### config.mk
export PLATFORM = sky130hd
export DESIGN_NAME = store_unit
export DESIGN_NICKNAME = d
export VERILOG_FILES = /design/src/rtl/mips_pkg.sv /design/src/rtl/store_lane_merge.sv /design/src/rtl/store_unit.sv
export SDC_FILE = /design/constraint.sdc
export NUM_CORES = 1
export LEC_CHECK = 0
export CORE_ASPECT_RATIO = 1.75
export CORE_UTILIZATION = 30
export CTS_BUF_LIST = sky130_fd_sc_hd__clkbuf_8
export DETAILED_ROUTE_END_ITERATION = 8
export MAX_ROUTING_LAYER = met4
export PLACE_DENSITY_LB_ADDON = 0.2
export SLEW_MARGIN = 20
export SYNTH_ARGS = -nofsm -noshare
export SYNTH_HDL_FRONTEND = slang
export SYNTH_SLANG_ARGS = --single-unit
export TNS_END_PERCENT = 30
### constraint.sdc
create_clock -name clk -period 5.1 [get_ports clk]
set_input_delay 1.02 -clock clk [delete_from_list [all_inputs] [get_ports clk]]
set_output_delay 1.02 -clock clk [all_outputs]
set_load 0.005 [all_outputs]
### src/rtl/mips_pkg.sv
// Shared MIPS definitions for the store path: store opcodes, store FSM
// state type and an opcode classification helper.
package mips_pkg;

    localparam logic [5:0] OP_SB = 6'b101000;
    localparam logic [5:0] OP_SH = 6'b101001;
    localparam logic [5:0] OP_SW = 6'b101011;

    typedef enum logic [1:0] {
        ST_IDLE,
        ST_READ,
        ST_WRITE,
        ST_DONE
    } store_state_t;

    function automatic logic is_store(input logic [5:0] op);
        return (op == OP_SB) || (op == OP_SH) || (op == OP_SW);
    endfunction

endpackage

### src/rtl/store_lane_merge.sv
// Combinational big-endian lane placement for sb/sh/sw. Byte offset k maps
// to bus bits [8k+7:8k]; lanes not written by the store keep old_word
// (pass zero for a masked write). sh uses offset[1] only, sw ignores offset.
module store_lane_merge
    import mips_pkg::*;
(
    input  logic [5:0]  opcode,
    input  logic [1:0]  offset,
    input  logic [31:0] rt,
    input  logic [31:0] old_word,
    output logic [31:0] wdata,
    output logic [3:0]  be
);

    logic [31:0] new_word;

    // Place store bytes on their lanes and build the lane mask
    always_comb begin
        new_word = '0;
        be       = '0;
        case (opcode)
            OP_SW: begin
                new_word = {rt[7:0], rt[15:8], rt[23:16], rt[31:24]};
                be       = 4'b1111;
            end
            OP_SH: begin
                if (offset[1]) begin
                    new_word[31:16] = {rt[7:0], rt[15:8]};
                    be              = 4'b1100;
                end else begin
                    new_word[15:0] = {rt[7:0], rt[15:8]};
                    be             = 4'b0011;
                end
            end
            OP_SB: begin
                new_word = {4{rt[7:0]}};
                be       = 4'b0001 << offset;
            end
            default: begin
                new_word = '0;
                be       = '0;
            end
        endcase
    end

    // Merge enabled lanes over the old word
    always_comb begin
        wdata = old_word;
        for (int unsigned k = 0; k < 4; k++) begin
            if (be[k]) begin
                wdata[8*k +: 8] = new_word[8*k +: 8];
            end
        end
    end

endmodule

### src/rtl/store_unit.sv
// Store path between the MIPS execute stage and an Avalon-style data bus.
// USE_BE=1: one masked write; USE_BE=0: read-modify-write with all lanes
// enabled. Optional macro STORE_MISALIGN_TRAP_EN adds the misaligned port
// and completes misaligned sh/sw without touching the bus.
module store_unit
    import mips_pkg::*;
#(
    parameter int unsigned ADDR_W = 32,
    parameter int unsigned USE_BE = 1
) (
    input  logic              clk,
    input  logic              reset,
    input  logic              req_valid,
    output logic              req_ready,
    input  logic [5:0]        req_opcode,
    input  logic [ADDR_W-1:0] req_addr,
    input  logic [31:0]       req_data,
    output logic [ADDR_W-1:0] mem_address,
    output logic              mem_read,
    output logic              mem_write,
    input  logic              mem_waitrequest,
    input  logic [31:0]       mem_readdata,
    output logic [31:0]       mem_writedata,
    output logic [3:0]        mem_byteenable,
    output logic              done
`ifdef STORE_MISALIGN_TRAP_EN
    ,
    output logic              misaligned
`endif
);

    store_state_t      state, state_nxt;
    logic [5:0]        op_q;
    logic [ADDR_W-1:0] addr_q;
    logic [31:0]       data_q;
    logic [31:0]       wdata_q;
    logic [3:0]        be_q;
    logic              accept;
    logic              trap;
    logic [5:0]        m_op;
    logic [1:0]        m_off;
    logic [31:0]       m_rt;
    logic [31:0]       m_old;
    logic [31:0]       m_wdata;
    logic [3:0]        m_be;

    assign accept = req_valid && (state == ST_IDLE);

`ifdef STORE_MISALIGN_TRAP_EN
    logic mis_q;
    assign trap = ((req_opcode == OP_SH) && req_addr[0]) ||
                  ((req_opcode == OP_SW) && (req_addr[1:0] != 2'b00));
    assign misaligned = (state == ST_DONE) && mis_q;
`else
    assign trap = 1'b0;
`endif

    // One merge instance: fed from the request at accept (zero background),
    // from the captured request plus read data when the RMW read completes
    always_comb begin
        m_op  = req_opcode;
        m_off = req_addr[1:0];
        m_rt  = req_data;
        m_old = '0;
        if (state == ST_READ) begin
            m_op  = op_q;
            m_off = addr_q[1:0];
            m_rt  = data_q;
            m_old = mem_readdata;
        end
    end

    store_lane_merge u_merge (
        .opcode   (m_op),
        .offset   (m_off),
        .rt       (m_rt),
        .old_word (m_old),
        .wdata    (m_wdata),
        .be       (m_be)
    );

    // FSM state register
    always_ff @(posedge clk or posedge reset) begin
        if (reset) begin
            state <= ST_IDLE;
        end else begin
            state <= state_nxt;
        end
    end

    // Next-state logic
    always_comb begin
        state_nxt = state;
        case (state)
            ST_IDLE: begin
                if (accept) begin
                    if (!is_store(req_opcode) || trap) begin
                        state_nxt = ST_DONE;
                    end else if ((req_opcode == OP_SW) || (USE_BE != 0)) begin
                        state_nxt = ST_WRITE;
                    end else begin
                        state_nxt = ST_READ;
                    end
                end
            end
            ST_READ:  if (!mem_waitrequest) state_nxt = ST_WRITE;
            ST_WRITE: if (!mem_waitrequest) state_nxt = ST_DONE;
            ST_DONE:  state_nxt = ST_IDLE;
            default:  state_nxt = ST_IDLE;
        endcase
    end

    // Request capture and bus word/lane registers
    always_ff @(posedge clk or posedge reset) begin
        if (reset) begin
            op_q    <= '0;
            addr_q  <= '0;
            data_q  <= '0;
            wdata_q <= '0;
            be_q    <= '0;
`ifdef STORE_MISALIGN_TRAP_EN
            mis_q   <= 1'b0;
`endif
        end else if (accept) begin
            op_q    <= req_opcode;
            addr_q  <= req_addr;
            data_q  <= req_data;
            wdata_q <= m_wdata;
            be_q    <= (USE_BE != 0) ? m_be : 4'b1111;
`ifdef STORE_MISALIGN_TRAP_EN
            mis_q   <= trap;
`endif
        end else if ((state == ST_READ) && !mem_waitrequest) begin
            wdata_q <= m_wdata;
        end
    end

    assign req_ready      = (state == ST_IDLE);
    assign mem_read       = (state == ST_READ);
    assign mem_write      = (state == ST_WRITE);
    assign done           = (state == ST_DONE);
    assign mem_address    = {addr_q[ADDR_W-1:2], 2'b00};
    assign mem_writedata  = wdata_q;
    assign mem_byteenable = be_q;

endmodule
==> results of run 1 <==
## cells by family (layout without fill, tap and decap cells)
kind of cell,after synthesis,in the layout
muxes,105,105
DFF,108,108
buffers and inverters,78,208
other,1,4
AOI/OAI and AO/OA,84,84
and+or+nand+nor,101,101
## per-layer routing
layer / GRT usage (%) / vias to the layer above
met4: 10.8 / 0
li1: - / 1993
met5: - / -
met3: 2.67 / 34
met2: 30.7 / 128
met1: 18.1 / 2157
## cell usage in the layout (no fill, tap or decap), drive strengths merged, types with 3 or more instances in the layout
cell type	count
clkdlybuf4s50	175
dfrtp	108
mux2	72
mux2i	33
nor2	24
nand3	18
nand2	17
o221ai	16
a221o	16
inv	15
and3	10
o21ai	9
clkbuf	9
and2	9
o32a	9
a21o	8
nor3	8
o221a	8
buf	6
a32oi	3
a21oi	3
or2	3
## how the worst max path moves through the flow
stage	startpoint	to	slack (ns)
2_1_floorplan	reset	addr_q[0]	1.23
3_3_place_gp	req_opcode[4]	mem_writedata[4]	1.28
3_5_place_dp	req_opcode[2]	mem_writedata[6]	1.12
4_1_cts	state[1]	mem_read	1.22
5_1_grt	state[1]	mem_read	1.11
6_report	state[1]	mem_read	1.29
## sequential cells by signal, indices dropped and copies added, names as in the netlist
register / count
op_q: 6
state: 2
data_q: 32
mem_writedata: 32
addr_q: 32
mem_byteenable: 4
## critical path, cell delays in order, from the launching register on
cell and delay (ns):
dfrtp_1 0.49, nand2b_2 0.51, inv_1 0.59, buf_4 0.31, clkdlybuf4s50_1 0.53
## power by group
| group | internal, mW | leakage (nW) | switching [mW] |
|---|---|---|---|
| clock network | 0.230 | 0.102 | 0.304 |
| registers | 1.27 | 1.31 | 0.255 |
| logic | 1.10 | 1.67 | 0.762 |
| total | 2.59 | 3.08 | 1.32 |
## stage by stage
step / hold WS [ns] / utilization, %
after global placement: 0.480 / 40.1
after detailed placement: 0.486 / 40.1
after global routing: 0.527 / 41.3
after floorplan: 0.472 / -
final: 0.512 / 41.3
after CTS: 0.512 / 41.2
## layout make-up
cell class                 instances  area, um^2  area share [%]
sequential                       108        2700            36.1
multi-input combinational        292        2450            32.7
timing repair buffer             181        1800            24.0
tap                              234         293            3.91
clock buffer                       9         124            1.65
clock inverter                     7        72.6           0.969
inverter                          11        43.8           0.585
antenna                            2        5.00          0.0669
==> run metrics, run 1 <==
P_leak=3.08 nW; Peak supply drop=0.000201 V; Post-synth top cells=dfrtp_1 (108), mux2_2 (71), buf_4 (34); Starting Density=30.9%; critical path arrival=2.79 ns; Period Utilization, post-route=74.8%; distinct cell type count after synthesis=48; Crit. End Element=primary output; Synth Area in Simple Gates=9.60%; GRT overflow=0; clock latency on the worst-skew pair=0.37 ns; post-route ant nets=0; Max-slew headroom=31.1%; area share of the largest cell type after synthesis=48.2%; Min-Delay Startpoint=mem_writedata[0]; # rows=65; post-route cell area=7490 um^2; drt initial violations=137; DRC=0; Total GRT Usage=17.4%; total placed cells including tap cells=826; clk_skew=0.0193 ns; top sig layer=met4; Synth Area in Compound Gates=13.2%; largest family of logic cells by synthesized area=multiplexers; total CTS buffers=9; cells taking the most area after synthesis=dfrtp_1 (48%), mux2_2 (14%), mux2i_1 (5.9%); Placer Congestion=0.807; aggregate routed wire length=16,200 um; CP startpoint kind=register; fmax=262 MHz; first-pass GRT wire length=24,800 um; final hold viol count=0; PnR worst setup slack=1.29 ns; cts repair resizes=0; sequential fraction of the synthesis area=48.2%; vias in the first global route=4,579; Placed Instance Area=7270 um^2; outcome=complete, no violations; Clock Tree Root=clkbuf_8; pre-CTS setup slack=1.12 ns; DP HPWL=12,100 um; reg2reg start=state[1]; die width=105 um; R2R Setup Slk=1.44 ns; RR Endpoint=mem_writedata[6]; WHS Endpoint=mem_writedata[0]; total power=3.91 mW; Synth Flop Type=dfrtp_1; FILL cells=1,775; met1 WL=5970 um; Yosys top cell by area=dfrtp_1; Routed wire per std cell=19.2 um; slew of the pin with the lowest slew margin=1.03 ns; Async S/R FF share, synth=100%; Layout Cells excl Fill=844; Layout area overhead=33.5%; TritonCTS clock tree=done; top-count cell post-synth=dfrtp_1; Max-Cap Viols=0; Tmin final=3.81 ns; worst hold path class=reg2reg; multiplexer share of the synthesized area=20.4%; I/O pins=178; largest net degree at the start of global routing=79; 1st-pass router iterations=4; final setup fails=0; Mapped Cells=477; share of post-route cells with drive strength above 1=17.8%; Post-Synth XOR/XNOR Area=0%; Warnings, synthesis=0; vias=4,312; DR WL met2=8770 um; crit path max fanout=19; Worst Hold Depth=2; Max Buffers Root-to-Sink=2; Nets=709; total negative slack=0 ns; CTS Hold Bufs=0; vias per inst=5.11; RSZ-0062 raised after global routing=false; port bufs=175; initial antenna violation count=2; R2R cell count=6; PwrDens=523 nW/um^2; Syn Area/Cell=11.8 um^2; mapped cell area=5610 um^2; metal3 WL=604 um; number of enable flip-flop cells after synthesis=0; clock-pin slew on the worst setup and hold paths=0.10 ns; Max Transition Viols Final=0; Synth Area in Adders=0%; core area=18,100 um^2; Die ar.=19,300 um^2; H-tree depth=3; Sink Count=108; Setup CP Type=reg2out; CP required=4.08 ns; synthesis-stage register bit count=108; post-CTS setup buffers=0; Die Y-Extent=183 um
No activity file was read; power rests on OpenSTA's default activity.
==> inputs of run 2 (changes only) <==
- clock period: 5.1 -> 3.51 ns (I/O delays scaled with it)
==> run 2 against run 1 <==
  * First-iteration DRC count rose by 21%
  * Wire length rose by 1.4%
  * Critical path depth rose by 2
  * Register-to-register slack got worse by 0.82 ns
  * Final cell count rose by 0.36%
  * Worst hold slack got worse by 0.0017 ns
  * Critical path type is now in2reg
  * Highest routed layer unchanged
==> run metrics, run 2 (synthesis gave the netlist of run 1 again) <==
Sink Count=108 (unchanged); 1st-pass router iterations=4 (unchanged); GRT overflow=0 (unchanged); crit path cell chain=clkdlybuf4s50_1 > and4bb_2 > a32oi_1 > or2_1 > nand4_1 > o221ai_1; PwrDens=751 nW/um^2 (+44%); Routed wire per std cell=19.4 um (+1.0%); Layout Cells excl Fill=847 (+0.36%); most frequent cells in the layout=clkdlybuf4s50_1 (175), dfrtp_1 (108), mux2_2 (71), mux2i_1 (33), nor2_1 (23); RSZ-0062 raised after global routing=false; critical path arrival=3.27 ns (+0.48 ns); CP Buf/Inv Count=1 (-2); Max Transition Viols Final=0 (unchanged); post-route ant nets=0 (unchanged); CP required=3.79 ns (-0.29 ns); vias=4,342 (+0.70%); Combinational Power Share=48.5% (+1.0 points); slew of the pin with the lowest slew margin=0.892 ns (-0.140 ns); CTS Hold Bufs=0 (unchanged); crit path max-delay cell type=or2_1; DR WL met2=9010 um (+2.8%); delay-heaviest family, CP=simple AND/OR/NAND/NOR gates; total CTS buffers=9 (unchanged); Tmin final=2.99 ns; CP startpoint kind=input port; clock power share=12.3% (-1.3 points); total placed cells including tap cells=831 (+0.61%); Clock Tree Root=clkbuf_8; total negative slack=0 ns (unchanged); Period Utilization, post-route=85.1%; post-CTS setup buffers=0 (unchanged); port bufs=175 (unchanged); Starting Density=30.9% (unchanged); cts repair resizes=0 (unchanged); Die Y-Extent=183 um (unchanged); Nets=714 (+0.71%); TritonCTS clock tree=done; DRC=0 (unchanged); largest net degree at the start of global routing=43 (-46%); aggregate routed wire length=16,400 um (+1.4%); fmax=335 MHz; met1 WL=6290 um (+5.3%); internal power=3.70 mW (+43%); clock-pin slew on the worst setup and hold paths=0.10 ns (about the same); critical path's largest stage delay=0.55 ns (-0.04 ns); I/O pins=178 (unchanged); clock latency on the worst-skew pair=0.37 ns (about the same); Max-slew headroom=40.4% (+9.2 points); P_leak=3.09 nW (+0.18%); Placer Congestion=0.810 (+0.37%); sw frac=34.3% (+0.52 points); initial antenna violation count=1 (-1); crit path max fanout=15 (-4); Max-Cap Viols=0 (unchanged); Setup CP Type=in2reg; Total GRT Usage=17.8% (+0.39 points); switching power=1.93 mW (+46%); DP HPWL=12,400 um (+2.4%); vias per inst=5.13 (+0.34%); commonest non-fill, non-tap cell in the layout=clkdlybuf4s50_1; final setup fails=0 (unchanged); core area=18,100 um^2 (unchanged); first-pass GRT wire length=25,500 um (+2.8%); final hold viol count=0 (unchanged); share of post-route cells with drive strength above 1=18.3% (+0.54 points); H-tree depth=3 (unchanged); Max Buffers Root-to-Sink=2 (unchanged); # rows=65 (unchanged); Layout area overhead=33.6% (about the same); Flop pwr share=39.2% (+0.3 points); vias in the first global route=4,613 (+0.74%); Peak supply drop=0.000301 V (+50%); metal3 WL=694 um (+15%); outcome=complete, no violations; drt initial violations=166 (+21%); Die ar.=19,300 um^2 (unchanged); top sig layer=met4; clk_skew=0.0153 ns (-0.00401 ns); Crit. End Element=register; die width=105 um (unchanged); worst hold path class=reg2reg
==> run 2: worst paths after layout <==
path                                from               end  slack (ns)  cells after the start
max                        req_opcode[4]  mem_writedata[4]        0.52                      6
min                           data_q[16]        data_q[16]        0.51                      1
max reg2reg                     state[1]  mem_writedata[4]        0.62                      6
min reg2reg                   data_q[16]        data_q[16]        0.51                      1
max in group asynchronous          reset        addr_q[11]        1.84                      3
min in group asynchronous          reset        data_q[27]        0.86                      2
==> run 2: routing by layer <==
metal | global-route usage, % | up-vias
li1 | - | 2003
met1 | 19.4 | 2189
met2 | 32.3 | 134
met3 | 2.81 | 16
met4 | 6.76 | 0
met5 | - | -
==> run 2: area by class of cell <==
type                            count  area, um^2
Fill cell                        1768       10600
Sequential cell                   108        2700
Multi-Input combinational cell    292        2440
Timing Repair Buffer              186        1850
Tap cell                          234         293
Clock buffer                        9         124
Inverter                           11        45.0
Clock inverter                      6        41.3
Antenna cell                        1        2.50
==> run 2: stage by stage <==
stage | power (mW) | cell area [um^2] | hold slack (ns) | setup slack (ns) | utilization, %
after floorplan | 3.94 | 5610 | 0.472 | 1.14 | -
after global placement | 4.91 | 7320 | 0.485 | 0.333 | 40.4
after detailed placement | 4.99 | 7320 | 0.492 | 0.156 | 40.4
after CTS | 5.70 | 7490 | 0.516 | 0.557 | 41.3
after global routing | 6.00 | 7490 | 0.530 | 0.378 | 41.3
final | 5.63 | 7490 | 0.510 | 0.521 | 41.3
==> run 2: power by group through the flow <==
stage | Combinational (mW) | Clock [mW] | Sequential, mW
finish | 2.73 | 0.693 | 2.21
global route | 2.93 | 0.774 | 2.29
CTS | 2.76 | 0.730 | 2.21
detailed placement | 2.75 | 0 | 2.24
global placement | 2.70 | 0 | 2.21
floorplan | 1.81 | 0 | 2.13
==> inputs of run 3 (changes only) <==
- CAP_MARGIN: default -> 30
- SLEW_MARGIN: 20 -> default
==> results of run 3 <==
The final DEF is identical to that of run 2; final timing and power are the same.
